$ cat src/rtl/core_bus_arbiter.sv
// Two-master (ibus/dbus) to one-slave Avalon-MM arbiter with a grant lock and an in-order read ID FIFO.
// Define CORE_BUS_ARB_RR_EN for round-robin arbitration; the default build uses fixed dbus priority.
module core_bus_arbiter #(
  parameter int MAX_PENDING = 4
) (
  input  logic        clk,
  input  logic        rst,
  input  logic        ibus_avalon_req_read,
  input  logic        ibus_avalon_req_write,
  input  logic [31:0] ibus_avalon_req_address,
  input  logic [31:0] ibus_avalon_req_writedata,
  input  logic [3:0]  ibus_avalon_req_byte_enable,
  output logic [31:0] ibus_avalon_resp_readdata,
  output logic        ibus_avalon_resp_waitrequest,
  output logic        ibus_avalon_resp_readdatavalid,
  input  logic        dbus_avalon_req_read,
  input  logic        dbus_avalon_req_write,
  input  logic [31:0] dbus_avalon_req_address,
  input  logic [31:0] dbus_avalon_req_writedata,
  input  logic [3:0]  dbus_avalon_req_byte_enable,
  output logic [31:0] dbus_avalon_resp_readdata,
  output logic        dbus_avalon_resp_waitrequest,
  output logic        dbus_avalon_resp_readdatavalid,
  output logic        mem_avalon_req_read,
  output logic        mem_avalon_req_write,
  output logic [31:0] mem_avalon_req_address,
  output logic [31:0] mem_avalon_req_writedata,
  output logic [3:0]  mem_avalon_req_byte_enable,
  input  logic [31:0] mem_avalon_resp_readdata,
  input  logic        mem_avalon_resp_waitrequest,
  input  logic        mem_avalon_resp_readdatavalid,
  output logic        err_rvalid_orphan
);

  localparam int PTR_W = (MAX_PENDING > 2) ? $clog2(MAX_PENDING) : 1;
  localparam int CNT_W = PTR_W + 1;

  typedef enum logic [1:0] {IDLE, LOCK_I, LOCK_D} state_t;

  state_t               state_q, state_d;
  logic [MAX_PENDING-1:0] fifo_q, fifo_d;
  logic [PTR_W-1:0]     wr_ptr_q, wr_ptr_d;
  logic [PTR_W-1:0]     rd_ptr_q, rd_ptr_d;
  logic [CNT_W-1:0]     pending_q, pending_d;
  logic                 err_q, err_d;

  logic i_req, d_req, i_can, d_can, full;
  logic gnt_valid, gnt_dbus, pick_dbus;
  logic sel_read, sel_write, fwd, accepted;
  logic push, pop, orphan, head_dbus;

`ifdef CORE_BUS_ARB_RR_EN
  logic last_owner_q, last_owner_d;

  // last_owner = 1 means dbus was the last accepted owner.
  assign pick_dbus    = ~last_owner_q;
  assign last_owner_d = accepted ? gnt_dbus : last_owner_q;

  always_ff @(posedge clk) begin
    if (rst) last_owner_q <= 1'b0;
    else     last_owner_q <= last_owner_d;
  end
`else
  assign pick_dbus = 1'b1;
`endif

  always_comb begin
    i_req = ibus_avalon_req_read | ibus_avalon_req_write;
    d_req = dbus_avalon_req_read | dbus_avalon_req_write;
    full  = (pending_q == CNT_W'(MAX_PENDING));
    // A throttled read does not compete, so a write from the other master can still proceed.
    i_can = ibus_avalon_req_write | (ibus_avalon_req_read & ~full);
    d_can = dbus_avalon_req_write | (dbus_avalon_req_read & ~full);

    gnt_valid = 1'b0;
    gnt_dbus  = 1'b0;
    case (state_q)
      LOCK_I: begin
        gnt_valid = i_can;
        gnt_dbus  = 1'b0;
      end
      LOCK_D: begin
        gnt_valid = d_can;
        gnt_dbus  = 1'b1;
      end
      default: begin
        if (i_can && d_can) begin
          gnt_valid = 1'b1;
          gnt_dbus  = pick_dbus;
        end else if (d_can) begin
          gnt_valid = 1'b1;
          gnt_dbus  = 1'b1;
        end else if (i_can) begin
          gnt_valid = 1'b1;
          gnt_dbus  = 1'b0;
        end
      end
    endcase

    sel_read  = gnt_dbus ? dbus_avalon_req_read  : ibus_avalon_req_read;
    sel_write = gnt_dbus ? dbus_avalon_req_write : ibus_avalon_req_write;

    mem_avalon_req_read        = ~rst & gnt_valid & sel_read & ~full;
    mem_avalon_req_write       = ~rst & gnt_valid & sel_write;
    mem_avalon_req_address     = gnt_dbus ? dbus_avalon_req_address     : ibus_avalon_req_address;
    mem_avalon_req_writedata   = gnt_dbus ? dbus_avalon_req_writedata   : ibus_avalon_req_writedata;
    mem_avalon_req_byte_enable = gnt_dbus ? dbus_avalon_req_byte_enable : ibus_avalon_req_byte_enable;

    fwd      = mem_avalon_req_read | mem_avalon_req_write;
    accepted = fwd & ~mem_avalon_resp_waitrequest;

    ibus_avalon_resp_waitrequest = ~(fwd & ~gnt_dbus) | mem_avalon_resp_waitrequest;
    dbus_avalon_resp_waitrequest = ~(fwd &  gnt_dbus) | mem_avalon_resp_waitrequest;

    state_d = state_q;
    case (state_q)
      LOCK_I:  if (!i_req || accepted) state_d = IDLE;
      LOCK_D:  if (!d_req || accepted) state_d = IDLE;
      default: if (fwd && mem_avalon_resp_waitrequest) state_d = gnt_dbus ? LOCK_D : LOCK_I;
    endcase
  end

  always_comb begin
    push      = accepted & mem_avalon_req_read;
    pop       = mem_avalon_resp_readdatavalid & (pending_q != '0);
    orphan    = mem_avalon_resp_readdatavalid & (pending_q == '0);
    head_dbus = fifo_q[rd_ptr_q];

    ibus_avalon_resp_readdatavalid = ~rst & pop & ~head_dbus;
    dbus_avalon_resp_readdatavalid = ~rst & pop &  head_dbus;
    ibus_avalon_resp_readdata      = mem_avalon_resp_readdata;
    dbus_avalon_resp_readdata      = mem_avalon_resp_readdata;

    wr_ptr_d  = wr_ptr_q + PTR_W'(push);
    rd_ptr_d  = rd_ptr_q + PTR_W'(pop);
    pending_d = pending_q + CNT_W'(push) - CNT_W'(pop);
    err_d     = err_q | orphan;
  end

  genvar gi;
  generate
    for (gi = 0; gi < MAX_PENDING; gi++) begin : g_fifo
      assign fifo_d[gi] = (push && (wr_ptr_q == PTR_W'(gi))) ? gnt_dbus : fifo_q[gi];
    end
  endgenerate

  always_ff @(posedge clk) begin
    if (rst) begin
      state_q   <= IDLE;
      fifo_q    <= '0;
      wr_ptr_q  <= '0;
      rd_ptr_q  <= '0;
      pending_q <= '0;
      err_q     <= 1'b0;
    end else begin
      state_q   <= state_d;
      fifo_q    <= fifo_d;
      wr_ptr_q  <= wr_ptr_d;
      rd_ptr_q  <= rd_ptr_d;
      pending_q <= pending_d;
      err_q     <= err_d;
    end
  end

  assign err_rvalid_orphan = err_q;

endmodule

$ cat config.mk
export PLATFORM = sky130hd
export DESIGN_NAME = core_bus_arbiter
export DESIGN_NICKNAME = d
export VERILOG_FILES = /design/src/rtl/core_bus_arbiter.sv
export SDC_FILE = /design/constraint.sdc
export NUM_CORES = 1
export LEC_CHECK = 0
export BUFFER_PORTS_ARGS = -buffer_cell sky130_fd_sc_hd__buf_2
export CAP_MARGIN = 20
export CORE_AREA = 2 2 121 123
export DETAILED_ROUTE_END_ITERATION = 8
export DIE_AREA = 0 0 123 125
export GPL_TIMING_DRIVEN = 1
export PLACE_DENSITY = 0.54
export SYNTH_ARGS = -nofsm -noshare
export SYNTH_HDL_FRONTEND = slang
export SYNTH_SLANG_ARGS = --single-unit
$ cat constraint.sdc
create_clock -name clk -period 2.35 [get_ports clk]
set_input_delay 0.235 -clock clk [delete_from_list [all_inputs] [get_ports clk]]
set_output_delay 0.235 -clock clk [all_outputs]
set_load 0.02 [all_outputs]
==> metrics.md <==
| Metric | Value |
|---|---|
| Comb pwr share | around 86% |
| Post-synth top area share | 33.79% |
| Remaining Overflow, GRT | 0 |
| Commonest non-fill, non-tap cell in the layout | buf_2 |
| Largest net degree at the start of global routing | 55 |
| Min-Delay Path Class | in2reg |
| Synthesized-area fraction occupied by adder cells | 4.197% |
| Worst Tran Pin Value | 0.4055 ns |
| Min setup slack post-route | -0.02967 ns |
| Max Root-Sink Buffers | 2 |
| Initial Util | approximately 16% |
| CP Launch Type | flop |
| GPL Wtd Cong | 0.7719 |
| RR Endpoint | pending_q[1]$_SDFF_PP0_ |
| Nets | around 600 |
| Seq cells post-synth | 14 |
| Synth top area cells | mux2_2 34%, buf_4 21%, dfxtp_1 12%, buf_6 3.5%, ha_1 3.3% |
| Endpoints failing setup | 2 |
| CTS Buf Count | 3 |
| CP endpoint kind | flop |
| DP HPWL | 7386 microns |
| Clk slew on worst S/H paths | approximately 0.05 ns |
| DIE WIDTH | about 120 microns |
| Syn_area_per_cell | around 9.4 sq um |
| Synth-to-layout area growth | 62.12% |
| Cell Area, Synth | ~0.0023 sq mm |
| Max VDD drop | approximately 0.45 mV |
| Clk pwr share | under 10% |
| Hold Fails Final Rpt | 0 |
| Post-synthesis simple-gate area fraction | between 10% and 20% |
| Number of global-route vias before repair | slightly above 2000 |
| MaxCap Viol Count | 0 |
| Post-Syn Instances | 242 |
| Critical-path cell list | inv_2, ha_4, buf_6, o22ai_4, nor3_2, o2111ai_2, ha_1, inv_1, ha_2, fa_2, nor2b_1 |
| CP max stage delay | ~0.50 ns |
| Via/cell ratio | between 3 and 4 |
| Clock Skew | between 0.0008 and 0.0009 ns |
| Worst EP arrival | roughly 2.6 ns |
| Final Instance Area | between 0.003 and 0.004 sq mm |
| Synth cell types | 37 |
| H-tree lvl count | 1 |
| Initial antenna violation count | 0 |
| Post-synth EDFFs | 0 |
| Crit Path Class | reg2reg |
| Post-CTS Hold Buffers | 0 |
| Final worst path period share | 101.3% |
| Hold_sp | mem_avalon_resp_readdatavalid |
| Compound-cell area share of the yosys netlist | 4.307% |
| Core Util, Final | approximately 26% |
| # rows | 44 |
| DRT iter0 DRCs | 44 |
| Syn_nets | 425 |
| R2r startpoint | state_q[0]$_SDFFE_PP0P_ |
| N_diodes | 0 |
| Share of layout cells above drive strength 1 | between 80% and 90% |
| Pre-antenna DRT Iters | 4 |
| Pleak | about 0.0018 uW |
| Worst reg-to-reg path cell count | 11 |
| Max-slew violation count | 0 |
| GRT Resource Usage Total | under 10% |
| Hold Worst Slack | approximately 0.26 ns |
| Async S/R FF share, synth | 0% |
| Core Area | 0.01420 sq mm |
| Commonest non-fill, non-tap cells in the layout | 198 x buf_2, 56 x mux2_2, 21 x buf_6 |
| Mux share of post-synthesis cell area | between 30% and 40% |
| Fmax | around 420 MHz |
| First-pass GRT wire length | 11250 microns |
| Failing checks | setup timing |
| Die height | around 130 microns |
| Synth area leader | mux2_2 |
| Vias | about 2300 |
| Largest family of logic cells by synthesized area | multiplexers |
| Post-DP Area | between 0.003 and 0.004 sq mm |
| Hold Crit Depth | 3 |
| Ys flop type | dfxtp_1 |
| Switching part of the total | 44.38% |
| CTS Sinks | 14 |
| Post-route ant nets | 0 |
| Post-synthesis xor/xnor area fraction | 1.546% |
| Setup repair after global routing missed its margin | yes |
| CP Data Required Time | between 2 and 3 ns |
| Slowest-stage cell, CP | fa_2 |
| Relative slew margins | between 70 and 80% |
| Number of fill cells | 1541 |
| # IOs | around 320 |
| Status | finished, violations left |
| Worst Hold Endpoint | err_rvalid_orphan$_SDFF_PP0_ |
| Total Wirelength | 9475 microns |
| Min Clock Period, post-route | around 2.4 ns |
| Ys Warns | 0 |
| Routed wire per std cell | ~16 microns |
| PortBufs | around 220 |
| Switching power | between 2000 and 2500 uW |
| Seq pwr share | 7.2% |
| Skew-Pair Late Insertion Delay | approximately 0.24 ns |
| Internal | roughly 2800 uW |
| # DRC | 0 |
| Clk root buf | clkbuf_16 |
| Pwr/cell area | approximately 1400 mW/mm^2 |
| CP Max Fanout | 4 |
| CTS tree | done |
| Flop2flop setup slack | -0.03 ns |
| Seq/Total Area, Yosys | roughly an eighth |
| DIE AREA | around 0.015 sq mm |
-- metrics by stage --
step	power, uW	setup TNS [ns]	std cells	setup slack (ns)
floorplan	2974	-0.1560	242	-0.1013
global placement	3627	0	580	0.01081
detailed placement	3622	-0.03058	580	-0.03058
CTS	4104	-0.03350	587	-0.007329
global route	5305	-1.445	598	-0.1225
finish	5007	-0.03117	598	-0.02967
-- power by group through the flow --
stage / logic, uW / clock network (uW) / registers [uW]
4_1_cts: 3390 / 360 / 358
2_1_floorplan: 2620 / 0 / 356
3_5_place_dp: 3260 / 0 / 364
5_1_grt: 4560 / 372 / 369
3_3_place_gp: 3270 / 0 / 361
6_report: 4300 / 351 / 359
-- metal layers --
layer / global-route usage (%) / vias to the layer above / routed length [microns]
met5: 0 / - / 0
met4: 3.342 / 0 / 254
met3: 4.060 / 24 / 1325
met2: 16.22 / 148 / 4507
met1: 10.32 / 1031 / 3388
li1: - / 1116 / -
-- flip-flops by register name, indices dropped and copies added, names as in the netlist --
name               cells
fifo_q                 4
wr_ptr_q               2
pending_q              3
rd_ptr_q               2
err_rvalid_orphan      1
state_q                2
-- final cells by class --
type	count	area, sq um	area share, %
Timing Repair Buffer	242	1528	41.59
Clock buffer	4	88.84	2.418
Tap cell	184	230.2	6.267
Sequential cell	14	282.8	7.698
Inverter	9	33.78	0.9196
Multi-Input combinational cell	145	1510	41.11
-- repair_timing --
| item | in CTS | in global routing |
|---|---|---|
| endpoints found under the setup margin | 35 | 72 |
| resized for setup | 11 | 58 |
| buffers inserted | 4 | 4 |
| gates cloned | 0 | 7 |
| pin swaps | 4 | 3 |
-- critical path: cells and delay by family, from the launching register on --
kind / cells / cell delay [ns]
AND/OR/NAND/NOR: 2 / 0.28
buffers and inverters: 3 / 0.21
flip-flops: 1 / 0.34
adder cells (fa/ha/maj): 4 / 1.25
AO/OA/AOI/OAI: 2 / 0.24
-- cells in the mapped netlist (2+ instances only) --
master	n
mux2_2	68
buf_4	64
dfxtp_1	14
nor2_1	14
inv_1	9
buf_6	7
nor2b_1	7
ha_1	6
nand2_1	5
mux2i_1	4
nor3_1	4
o21ai_0	4
xnor2_1	4
a21oi_1	3
mux2_4	3
buf_1	2
nand2b_1	2
nor3b_2	2
nor4b_1	2
-- worst max path at each step --
stage                                  startpoint                            end  slack [ns]  depth (start not counted)
after floorplan           state_q[0]$_SDFFE_PP0P_        pending_q[1]$_SDFF_PP0_       -0.10                         10
after CTS                 state_q[0]$_SDFFE_PP0P_  mem_avalon_req_byte_enable[2]      -0.007                          7
after global routing      state_q[0]$_SDFFE_PP0P_        pending_q[1]$_SDFF_PP0_       -0.12                         11
final                     state_q[0]$_SDFFE_PP0P_        pending_q[1]$_SDFF_PP0_       -0.03                         11
after global placement    state_q[0]$_SDFFE_PP0P_        pending_q[1]$_SDFF_PP0_        0.01                         10
after detailed placement  state_q[0]$_SDFFE_PP0P_        pending_q[1]$_SDFF_PP0_       -0.03                         10
-- cells by family (layout without fill, tap and decap cells) --
| family | Yosys count | in the layout |
|---|---|---|
| and+or+nand+nor | 45 | 45 |
| AOI/OAI and AO/OA | 13 | 13 |
| buffers and inverters | 83 | 255 |
| muxes | 76 | 76 |
| xor gates and xnor gates | 4 | 4 |
| DFF | 14 | 14 |
| adders and majority gates | 7 | 7 |
Note: power is estimated with default switching activity, not from simulation.
